`config.mk`:
```
export PLATFORM = sky130hd
export DESIGN_NAME = uart_tx_sequencer_flat
export DESIGN_NICKNAME = d
export VERILOG_FILES = /design/src/rtl/uart_tx_sequencer_if.sv /design/src/rtl/uart_tx_sequencer.sv /design/src/flat_wrapper.sv
export SDC_FILE = /design/constraint.sdc
export NUM_CORES = 1
export LEC_CHECK = 0
export CAP_MARGIN = 20
export CORE_ASPECT_RATIO = 0.9
export CORE_MARGIN = 4
export CORE_UTILIZATION = 34
export DETAILED_ROUTE_END_ITERATION = 6
export PLACE_DENSITY = 0.85
export REMOVE_ABC_BUFFERS = 1
export SYNTH_ARGS = -nofsm -noshare
export SYNTH_HDL_FRONTEND = slang
export SYNTH_SLANG_ARGS = --single-unit
```
`constraint.sdc`:
```
create_clock -name PCLK -period 1.6 [get_ports PCLK]
set_input_delay 0.32 -clock PCLK [delete_from_list [all_inputs] [get_ports PCLK]]
set_output_delay 0.32 -clock PCLK [all_outputs]
set_load 0.02 [all_outputs]
```
`src/rtl/uart_tx_sequencer_if.sv`:
```
// uart_tx_sequencer_if: APB bus between the sequencer (master) and the UART wrapper (slave).
interface uart_tx_sequencer_if #(
    parameter int PADDR_WIDTH = 32,
    parameter int PDATA_WIDTH = 32
);
    logic                   PSEL;
    logic                   PENABLE;
    logic                   PWRITE;
    logic [PADDR_WIDTH-1:0] PADDR;
    logic [PDATA_WIDTH-1:0] PWDATA;
    logic [PDATA_WIDTH-1:0] PRDATA;
    logic                   PREADY;
    logic                   PSLVERR;
    modport master (
        output PSEL, PENABLE, PWRITE, PADDR, PWDATA,
        input  PRDATA, PREADY, PSLVERR
    );
    modport slave (
        input  PSEL, PENABLE, PWRITE, PADDR, PWDATA,
        output PRDATA, PREADY, PSLVERR
    );
endinterface

```
`src/rtl/uart_tx_sequencer.sv`:
```
// uart_tx_sequencer: APB master that initialises the UART wrapper and sends requester bytes round-robin.
// Optional UART_SEQ_TIMEOUT_EN bounds POLL to POLL_LIMIT STATS reads before taking the error path.
module uart_tx_sequencer #(
    parameter int          NREQ        = 2,
    parameter int          PADDR_WIDTH = 32,
    parameter int          PDATA_WIDTH = 32,
    parameter logic [31:0] BAUDIV_INIT = 32'd868,
    parameter int          TX_DONE_BIT = 0,
    parameter int          POLL_LIMIT  = 65535
) (
    input  logic                   PCLK,
    input  logic                   PRESET,
    input  logic [NREQ-1:0]        req,
    input  logic [8*NREQ-1:0]      req_data,
    output logic [NREQ-1:0]        ack,
    output logic                   ack_err,
    output logic                   busy,
    uart_tx_sequencer_if.master    apb
);
    localparam int IW = NREQ > 1 ? $clog2(NREQ) : 1;
    typedef enum logic [3:0] {
        S_INIT_BAUD, S_INIT_RST, S_INIT_CLR, S_IDLE, S_WR_DATA,
        S_WR_EN, S_POLL, S_ERR_RST, S_CLR, S_FIN
    } state_t;
    typedef enum logic [1:0] {P_GAP, P_SETUP, P_ACCESS} phase_t;
    state_t                 r_state;
    phase_t                 r_ph;
    logic [IW-1:0]          r_idx;
    logic [IW-1:0]          r_ptr;
    logic [7:0]             r_byte;
    logic                   r_err;
    logic                   r_seq;
    logic                   r_psel;
    logic                   r_penable;
    logic                   r_pwrite;
    logic [PADDR_WIDTH-1:0] r_paddr;
    logic [PDATA_WIDTH-1:0] r_pwdata;
    logic [NREQ-1:0]        r_ack;
    logic                   r_ack_err;
    logic                   r_busy;
    logic [IW-1:0]          w_gnt;
    logic [PADDR_WIDTH-1:0] w_addr;
    logic [PDATA_WIDTH-1:0] w_wdata;
    logic                   w_fail;
    logic                   w_tmo;
    state_t                 w_next;
`ifdef UART_SEQ_TIMEOUT_EN
    localparam int PCW = $clog2(POLL_LIMIT + 1);
    logic [PCW-1:0]         r_poll_cnt;
`endif
    assign apb.PSEL    = r_psel;
    assign apb.PENABLE = r_penable;
    assign apb.PWRITE  = r_pwrite;
    assign apb.PADDR   = r_paddr;
    assign apb.PWDATA  = r_pwdata;
    assign ack         = r_ack;
    assign ack_err     = r_ack_err;
    assign busy        = r_busy;
    // Scan downward so the nearest requester after the pointer wins.
    always_comb begin
        w_gnt = r_ptr;
        for (int k = NREQ; k >= 1; k--)
            if (req[(int'(r_ptr) + k) % NREQ]) w_gnt = IW'((int'(r_ptr) + k) % NREQ);
    end
    always_comb begin
        w_addr  = r_state == S_INIT_BAUD ? PADDR_WIDTH'(4) :
                  r_state == S_WR_DATA   ? PADDR_WIDTH'(2) :
                  r_state == S_POLL      ? PADDR_WIDTH'(1) : '0;
        w_wdata = r_state == S_INIT_BAUD ? PDATA_WIDTH'(BAUDIV_INIT) :
                  r_state == S_INIT_RST  ? PDATA_WIDTH'(4'hC) :
                  r_state == S_WR_DATA   ? PDATA_WIDTH'(r_byte) :
                  r_state == S_WR_EN     ? PDATA_WIDTH'(1) :
                  r_state == S_ERR_RST   ? PDATA_WIDTH'(4) : '0;
        w_fail  = apb.PSLVERR && (r_state inside {S_WR_DATA, S_WR_EN, S_POLL});
`ifdef UART_SEQ_TIMEOUT_EN
        w_tmo   = r_state == S_POLL && r_poll_cnt == PCW'(POLL_LIMIT - 1) && !apb.PRDATA[TX_DONE_BIT];
`else
        w_tmo   = 1'b0;
`endif
        w_next  = (w_fail || w_tmo)      ? S_ERR_RST :
                  r_state == S_INIT_BAUD ? S_INIT_RST :
                  r_state == S_INIT_RST  ? S_INIT_CLR :
                  r_state == S_WR_DATA   ? S_WR_EN :
                  r_state == S_WR_EN     ? S_POLL :
                  r_state == S_POLL      ? (apb.PRDATA[TX_DONE_BIT] ? S_CLR : S_POLL) :
                  r_state == S_ERR_RST   ? S_CLR : S_FIN;
    end
    always_ff @(posedge PCLK) begin
        if (PRESET) begin
            r_state   <= S_INIT_BAUD;
            r_ph      <= P_GAP;
            r_idx     <= '0;
            r_ptr     <= IW'(NREQ - 1);
            r_byte    <= '0;
            r_err     <= 1'b0;
            r_seq     <= 1'b0;
            r_psel    <= 1'b0;
            r_penable <= 1'b0;
            r_pwrite  <= 1'b0;
            r_paddr   <= '0;
            r_pwdata  <= '0;
            r_ack     <= '0;
            r_ack_err <= 1'b0;
            r_busy    <= 1'b1;
`ifdef UART_SEQ_TIMEOUT_EN
            r_poll_cnt <= '0;
`endif
        end else begin
            r_ack     <= '0;
            r_ack_err <= 1'b0;
            case (r_state)
                // Hold off during the ack cycle so a requester gets one cycle to drop req.
                S_IDLE: if (|req && !(|r_ack)) begin
                    r_idx   <= w_gnt;
                    r_ptr   <= w_gnt;
                    r_byte  <= req_data[8*w_gnt +: 8];
                    r_err   <= 1'b0;
                    r_seq   <= 1'b1;
                    r_busy  <= 1'b1;
                    r_state <= S_WR_DATA;
                end
                S_FIN: begin
                    r_state   <= S_IDLE;
                    r_busy    <= 1'b0;
                    r_ack     <= r_seq ? NREQ'(1) << r_idx : '0;
                    r_ack_err <= r_seq && r_err;
                    r_seq     <= 1'b0;
                end
                default: case (r_ph)
                    P_GAP: begin
                        r_psel   <= 1'b1;
                        r_paddr  <= w_addr;
                        r_pwdata <= w_wdata;
                        r_pwrite <= r_state != S_POLL;
                        r_ph     <= P_SETUP;
                    end
                    P_SETUP: begin
                        r_penable <= 1'b1;
                        r_ph      <= P_ACCESS;
                    end
                    default: if (apb.PREADY) begin
                        r_psel    <= 1'b0;
                        r_penable <= 1'b0;
                        r_ph      <= P_GAP;
                        r_state   <= w_next;
                        r_err     <= r_err || w_next == S_ERR_RST;
`ifdef UART_SEQ_TIMEOUT_EN
                        r_poll_cnt <= r_state == S_POLL ? r_poll_cnt + PCW'(1) : '0;
`endif
                    end
                endcase
            endcase
        end
    end
endmodule

```
`src/flat_wrapper.sv`:
```
// flat-port wrapper written by rule: the top's interface ports become plain ports
module uart_tx_sequencer_flat 
#(
    parameter int          NREQ        = 2,
    parameter int          PADDR_WIDTH = 32,
    parameter int          PDATA_WIDTH = 32,
    parameter logic [31:0] BAUDIV_INIT = 32'd868,
    parameter int          TX_DONE_BIT = 0,
    parameter int          POLL_LIMIT  = 65535
)
  (PCLK, PRESET, req, req_data, ack, ack_err, busy, apb_PSEL, apb_PENABLE, apb_PWRITE, apb_PADDR, apb_PWDATA, apb_PRDATA, apb_PREADY, apb_PSLVERR);
  uart_tx_sequencer_if #(.PADDR_WIDTH(PADDR_WIDTH), .PDATA_WIDTH(PDATA_WIDTH)) apb_i ();
  input  logic PCLK;
  input  logic PRESET;
  input  logic [NREQ-1:0] req;
  input  logic [8*NREQ-1:0] req_data;
  output logic [NREQ-1:0] ack;
  output logic ack_err;
  output logic busy;
  output wire logic [$bits(apb_i.PSEL)-1:0] apb_PSEL;
  output wire logic [$bits(apb_i.PENABLE)-1:0] apb_PENABLE;
  output wire logic [$bits(apb_i.PWRITE)-1:0] apb_PWRITE;
  output wire logic [$bits(apb_i.PADDR)-1:0] apb_PADDR;
  output wire logic [$bits(apb_i.PWDATA)-1:0] apb_PWDATA;
  input wire logic [$bits(apb_i.PRDATA)-1:0] apb_PRDATA;
  input wire logic [$bits(apb_i.PREADY)-1:0] apb_PREADY;
  input wire logic [$bits(apb_i.PSLVERR)-1:0] apb_PSLVERR;
  assign apb_PSEL = apb_i.PSEL;
  assign apb_PENABLE = apb_i.PENABLE;
  assign apb_PWRITE = apb_i.PWRITE;
  assign apb_PADDR = apb_i.PADDR;
  assign apb_PWDATA = apb_i.PWDATA;
  assign apb_i.PRDATA = apb_PRDATA;
  assign apb_i.PREADY = apb_PREADY;
  assign apb_i.PSLVERR = apb_PSLVERR;
  uart_tx_sequencer #(.NREQ(NREQ), .PADDR_WIDTH(PADDR_WIDTH), .PDATA_WIDTH(PDATA_WIDTH), .BAUDIV_INIT(BAUDIV_INIT), .TX_DONE_BIT(TX_DONE_BIT), .POLL_LIMIT(POLL_LIMIT)) u_core (.PCLK(PCLK), .PRESET(PRESET), .req(req), .req_data(req_data), .ack(ack), .ack_err(ack_err), .busy(busy), .apb(apb_i));
endmodule
```
==> flow_metrics.py, run 1 <==
metrics = {
    "clocking": {
        "ctsRootBufferMaster": "clkbuf_8",
        "path_clk_slew_ns": 0.07,
        "worst_skew_pair.late_latency_ns": 0.29,
        "clk_path_buf_depth": 2,
        "cts_hold_buf": 0,
        "cts_tree": "built",
        "cts_buffers": 5,
        "cts_sinks": 36,
        "htreeDepth": 2,
    },
    "flow_run": {
        "cap_violations": 0,
    },
    "min_path": {
        "hold_depth": 1,
        "hp-class": "flop to flop",
        "min_to": "u_core.ack[0]$_SDFF_PP0_",
        "holdCritStartpoint": "u_core.r_idx$_SDFFE_PP0P_",
    },
    "place": {
        "hpwl_um": 3560,
        "portBuffers": 42,
        "gp_congestion": 0.774,
    },
    "power_and_ir_drop": {
        "ir_worst_vdd_v": 0.000515,
        "cellPowerDensity_nw_per_um2": 791,
        "leakage_nw": 1.15,
    },
    "finish": {
        "drive_above_1_share_pct": 15.9,
        "n_antenna_cell": 0,
        "final_nets": 361,
        "area_growth_pct": 30.4,
        "fin_util_pct": 46.5,
    },
    "global_routing": {
        "grt_pass1_wl_um": 6990,
        "antenna_found_initial": 0,
        "grt_pass1_vias": 1557,
        "grt_max_degree": 20,
        "grt_use_total_pct": 11.6,
        "grt_overflow_total": 0,
    },
    "floorplanning": {
        "die_height_um": 82.0,
        "core-area_um2": 5790,
        "rows": 26,
        "io-pin-count": 125,
        "dieWidth_um": 90.2,
        "die_area_um2": 7390,
        "initial_core_util_pct": 35.7,
    },
    "synth": {
        "ys_seq_area_share_pct": 34.9,
        "synth.area.top_cells": "dfxtp_1, buf_4, a21oi_1",
        "synthArstFlopShare_pct": 0,
        "ys_types": 46,
        "synthFlopType": "dfxtp_1",
        "netlist.area_leader.share_pct": 34.9,
        "yosys_warnings": 0,
        "synthCells": 244,
        "syn_area_um2": 2070,
        "ys_seq_elements": 36,
        "synth_area_per_cell_um2": 8.47,
        "synth_edf_count": 0,
        "synth_top_area_cell": "dfxtp_1",
    },
    "timing": {
        "rsz0062_at_grt": "yes",
        "setup_tns_ns": -0.0469,
        "clock_skew_ns": 0.00601,
        "hold_viol": 0,
        "setup_slack_ns": -0.0270,
        "slew_violations": 0,
        "clock.fmax_mhz": 615,
        "hold_slack_ns": 0.423,
        "min_period_over_period_pct": 102,
        "period_needed_ns": 1.63,
        "final-setup-viol-count": 2,
    },
    "outcome": {
        "outcome": "complete, but fails checks",
        "violations": "setup timing",
    },
    "setup_path": {
        "path_depth": 4,
        "max_stage_delay_ns": 0.55,
        "worstPathRequired_ns": 1.78,
        "end_kind": "flop",
        "startpoint_type": "flop",
        "worst-setup-path-type": "flop to flop",
        "timing.rr.end": "u_core.r_state[3]$_SDFFE_PP0P_",
        "reg2reg_slack_ns": -0.03,
        "cp.arrival_ns": 1.81,
        "worstPathMaxFanout": 6,
        "crit_slowest_cell": "or4_4",
        "cp_top_family": "simple AND/OR/NAND/NOR gates",
        "timing.rr.start": "u_core.r_state[3]$_SDFFE_PP0P_",
        "cp_num_buf_inv": 0,
        "ff2ff_path_depth": 4,
        "path_cells": "nand4bb_4 > or4_4 > and2_4 > a32o_1",
    },
    "routing": {
        "ant_nets": 0,
        "top_layer": "met4",
        "route.vias.total": 1780,
        "drc": 0,
        "drt_iter0_markers": 54,
        "routed_wl_um": 4720,
        "via_per_inst": 4.71,
        "wl_met1_um": 1940,
        "wl_met3_um": 332,
        "dr.pass1.iters": 4,
        "dr_wl_met2_um": 2370,
        "wl_per_cell_um": 12.5,
    },
}
==> cell families (layout without fill, tap and decap cells) <==
| logic type | count (synthesis) | after routing | share of synthesized area, % |
|---|---|---|---|
| buffers and inverters | 70 | 84 | 22.9 |
| AND/OR/NAND/NOR | 69 | 69 | 18.5 |
| AO/OA/AOI/OAI | 58 | 58 | 18.8 |
| flip-flops | 36 | 36 | 34.9 |
| multiplexers | 8 | 8 | 3.87 |
| XOR/XNOR | 2 | 2 | 0.848 |
| other | 1 | 51 | 0.181 |
==> metal layers <==
layer	vias up	track usage (%)
li1	865	-
met1	834	14.0
met2	74	19.7
met3	7	3.39
met4	0	4.89
met5	-	0
==> layout make-up <==
cell class	instances	area (um^2)
repair buffers	71	679
flip-flops and latches	36	727
well taps	70	87.6
clock buffers	8	90.1
inverters	5	18.8
multi-input cells	188	1090
fillers	556	3100
==> sequential cells by signal (all words and copies together) (netlist names), 2 cells and up <==
| signal | count |
|---|---|
| u_core.r_byte | 8 |
| u_core.r_ph | 2 |
| u_core.r_state | 4 |
| u_core.apb.PADDR | 2 |
| u_core.ack | 2 |
| u_core.apb.PWDATA | 9 |
==> metrics by stage <==
stage	std cells	total power, mW	setup WS, ns	area (um^2)
detailed placement	367	1.49	-0.377	2520
CTS	375	2.13	-0.0236	2610
floorplan	229	1.26	-0.252	1800
global placement	367	1.48	-0.338	2520
global route	378	2.23	-0.0747	2700
finish	378	2.13	-0.0270	2700
==> cells in the mapped netlist (3+ instances only) <==
cell and count:
buf_4 54, o21a_1 3, nand2_1 15, mux2i_1 8
inv_1 5, nand3_1 7, nor2b_1 5, nor2_1 21
clkbuf_1 4, a21boi_0 3, nand2b_1 3, a211oi_1 8
buf_2 6, dfxtp_1 36, and2_1 4, o21ai_0 5
a21oi_1 21
==> report_power, final <==
group	total (mW)	internal [mW]	switching [mW]
Sequential	0.963	0.933	0.0296
Clock	0.665	0.351	0.314
Combinational	0.504	0.199	0.305
==> worst max path at each step <==
stage,from,end,slack [ns]
after detailed placement,req[0],u_core.r_state[3]$_SDFFE_PP0P_,-0.38
after CTS,u_core.r_state[3]$_SDFFE_PP0P_,u_core.r_state[3]$_SDFFE_PP0P_,-0.02
after floorplan,u_core.r_state[1]$_SDFFE_PP0P_,u_core.r_state[3]$_SDFFE_PP0P_,-0.25
after global placement,req[1],u_core.r_state[3]$_SDFFE_PP0P_,-0.34
after global routing,u_core.r_state[3]$_SDFFE_PP0P_,u_core.r_state[2]$_SDFFE_PP0P_,-0.07
final,u_core.r_state[3]$_SDFFE_PP0P_,u_core.r_state[3]$_SDFFE_PP0P_,-0.03
==> repair_timing <==
action / 4_1_cts / 5_1_grt
endpoints found under the hold margin: 0 / 0
endpoints found under the setup margin: 14 / 14
resized for setup: 13 / 11
pin swaps: 1 / 2
gates cloned: 0 / 1
buffers inserted: 0 / 2
==> cells in the final DEF, fill, tap and decap left out, types with 4 or more instances in the layout <==
cell type	count
buf_4	25
mux2i_1	8
nand3_1	7
and2_1	4
nor2_1	21
dlygate4sd2_1	6
clkdlybuf4s50_1	33
a21oi_1	21
conb_1	51
o21ai_0	5
nand2_1	15
dfxtp_1	33
inv_1	5
clkbuf_8	6
a211oi_1	6
No activity file was read; power rests on OpenSTA's default activity.
==> run 2: changes to the inputs <==
--- a/config.mk
+++ b/config.mk
@@ -11,7 +11,9 @@
 export CORE_UTILIZATION = 34
 export DETAILED_ROUTE_END_ITERATION = 6
 export PLACE_DENSITY = 0.85
+export RECOVER_POWER = 25
 export REMOVE_ABC_BUFFERS = 1
 export SYNTH_ARGS = -nofsm -noshare
 export SYNTH_HDL_FRONTEND = slang
 export SYNTH_SLANG_ARGS = --single-unit
+export TNS_END_PERCENT = 10
==> flow_metrics.py, run 2 (same netlist as run 1, synthesis figures left out) <==
metrics = {
    "power_and_ir_drop": {
        "cellPowerDensity_nw_per_um2": 811,
        "leakage_nw": 1.09,
        "ir_worst_vdd_v": 0.000522,
        "total_power_mw": 2.11,
    },
    "timing": {
        "period_needed_ns": 1.62,
        "min_period_over_period_pct": 101,
        "slew_violations": 0,
        "hold_slack_ns": 0.423,
        "rsz0062_at_grt": "yes",
        "hold_viol": 0,
        "setup_slack_ns": -0.0189,
        "final-setup-viol-count": 2,
        "setup_tns_ns": -0.0317,
        "clock_skew_ns": 0.00574,
        "clock.fmax_mhz": 618,
    },
    "setup_path": {
        "ff2ff_path_depth": 4,
        "timing.rr.start": "u_core.r_state[3]$_SDFFE_PP0P_",
        "end_kind": "flop",
        "timing.rr.end": "u_core.r_state[3]$_SDFFE_PP0P_",
        "startpoint_type": "flop",
        "worstPathRequired_ns": 1.78,
        "cp.arrival_ns": 1.80,
        "crit_start": "u_core.r_state[3]$_SDFFE_PP0P_",
        "worstPathMaxFanout": 6,
        "worst-setup-path-type": "flop to flop",
        "reg2reg_slack_ns": -0.02,
    },
    "clocking": {
        "path_clk_slew_ns": 0.07,
        "ctsRootBufferMaster": "clkbuf_8",
        "cts_sinks": 36,
        "post_cts_buffers": 0,
        "clk_path_buf_depth": 2,
        "worst_skew_pair.late_latency_ns": 0.29,
        "cts_buffers": 5,
        "cts_tree": "built",
        "htreeDepth": 2,
        "cts_hold_buf": 0,
    },
    "finish": {
        "final_cell_mix": "conb_1, clkdlybuf4s50_1, dfxtp_1, buf_4",
        "final_common_cell": "conb_1",
        "final_cell_area_um2": 2610,
        "final_nets": 358,
        "fill_cells": 585,
        "n_antenna_cell": 0,
        "area_growth_pct": 26.2,
        "multi_input_area_um2": 1080,
        "regArea_um2": 724,
        "largest_reg_flops": 9,
        "fin_util_pct": 45.0,
        "drive_above_1_share_pct": 14.8,
        "layout.cells.non_filler": 375,
    },
    "flow_run": {
        "cap_violations": 0,
    },
    "floorplanning": {
        "core-area_um2": 5790,
        "dieWidth_um": 90.2,
        "rows": 26,
        "die_height_um": 82.0,
        "initial_core_util_pct": 35.7,
        "die_area_um2": 7390,
        "io-pin-count": 125,
    },
    "outcome": {
        "outcome": "complete, but fails checks",
        "violations": "setup timing",
    },
    "routing": {
        "dr.pass1.iters": 4,
        "wl_per_cell_um": 12.1,
        "drt_iter0_markers": 60,
        "ant_nets": 0,
        "drc": 0,
        "routed_wl_um": 4540,
        "via_per_inst": 4.68,
        "route.vias.total": 1756,
    },
    "min_path": {
        "holdCritStartpoint": "u_core.r_idx$_SDFFE_PP0P_",
        "min_to": "u_core.ack[0]$_SDFF_PP0_",
        "hold_depth": 1,
        "hp-class": "flop to flop",
    },
    "global_routing": {
        "grt_overflow_total": 0,
        "grt_use_total_pct": 11.6,
        "grt_pass1_vias": 1559,
        "grt_max_degree": 20,
        "antenna_found_initial": 0,
        "grt_pass1_wl_um": 6980,
    },
    "place": {
        "dp_slack_ns": -0.377,
        "gp_congestion": 0.774,
        "postPlaceCellArea_um2": 2520,
        "dp.cells": 367,
        "portBuffers": 42,
        "hpwl_um": 3560,
    },
}
==> run 2: cell types whose count changed in the layout (fill, tap and decap cells not counted), moves of 2 or more <==
cell and change:
clkbuf_1 +4, dlymetal6s2s_1 -3, buf_4 -2, nor2b_2 +2
==> run 2: where the power goes <==
part	leakage (nW)	switching, mW	internal (mW)
Sequential	0.294	0.0295	0.934
Clock	0.0455	0.310	0.351
Combinational	0.750	0.302	0.187
Total	1.09	0.642	1.47
==> run 2: metal layers <==
metal / vias to the layer above / part of all wire, % / track usage [%]
li1: 863 / - / -
met1: 810 / 43 / 13.9
met2: 77 / 49 / 19.8
met3: 6 / 7.0 / 3.39
met4: 0 / 1.3 / 4.89
met5: - / 0 / 0
==> run 2: worst max-delay path: stages (launching register included) <==
cell and delay, ns:
dfxtp_2 0.33, nand4bb_4 0.23, or4_4 0.55, and2_4 0.17, a32o_1 0.24
==> run 2: how the worst max path moves through the flow <==
stage / endpoint / depth (start not counted)
6_report: u_core.r_state[3]$_SDFFE_PP0P_ / 4
3_5_place_dp: u_core.r_state[3]$_SDFFE_PP0P_ / 5
2_1_floorplan: u_core.r_state[3]$_SDFFE_PP0P_ / 4
3_3_place_gp: u_core.r_state[3]$_SDFFE_PP0P_ / 5
5_1_grt: u_core.r_state[2]$_SDFFE_PP0P_ / 4
4_1_cts: u_core.r_state[3]$_SDFFE_PP0P_ / 4
==> run 2: repair_timing <==
item,4_1_cts,5_1_grt
pin swaps,1,1
resized for setup,12,8
setup endpoints to repair,14,14
cloned,0,0
hold endpoints to repair,0,0
==> run 2: layout make-up <==
class / instances / share of cell area [%]
multi-input cells: 188 / 41.6
flip-flops and latches: 36 / 27.8
repair buffers: 68 / 23.1
clock buffers: 8 / 3.45
well taps: 70 / 3.36
inverters: 5 / 0.720
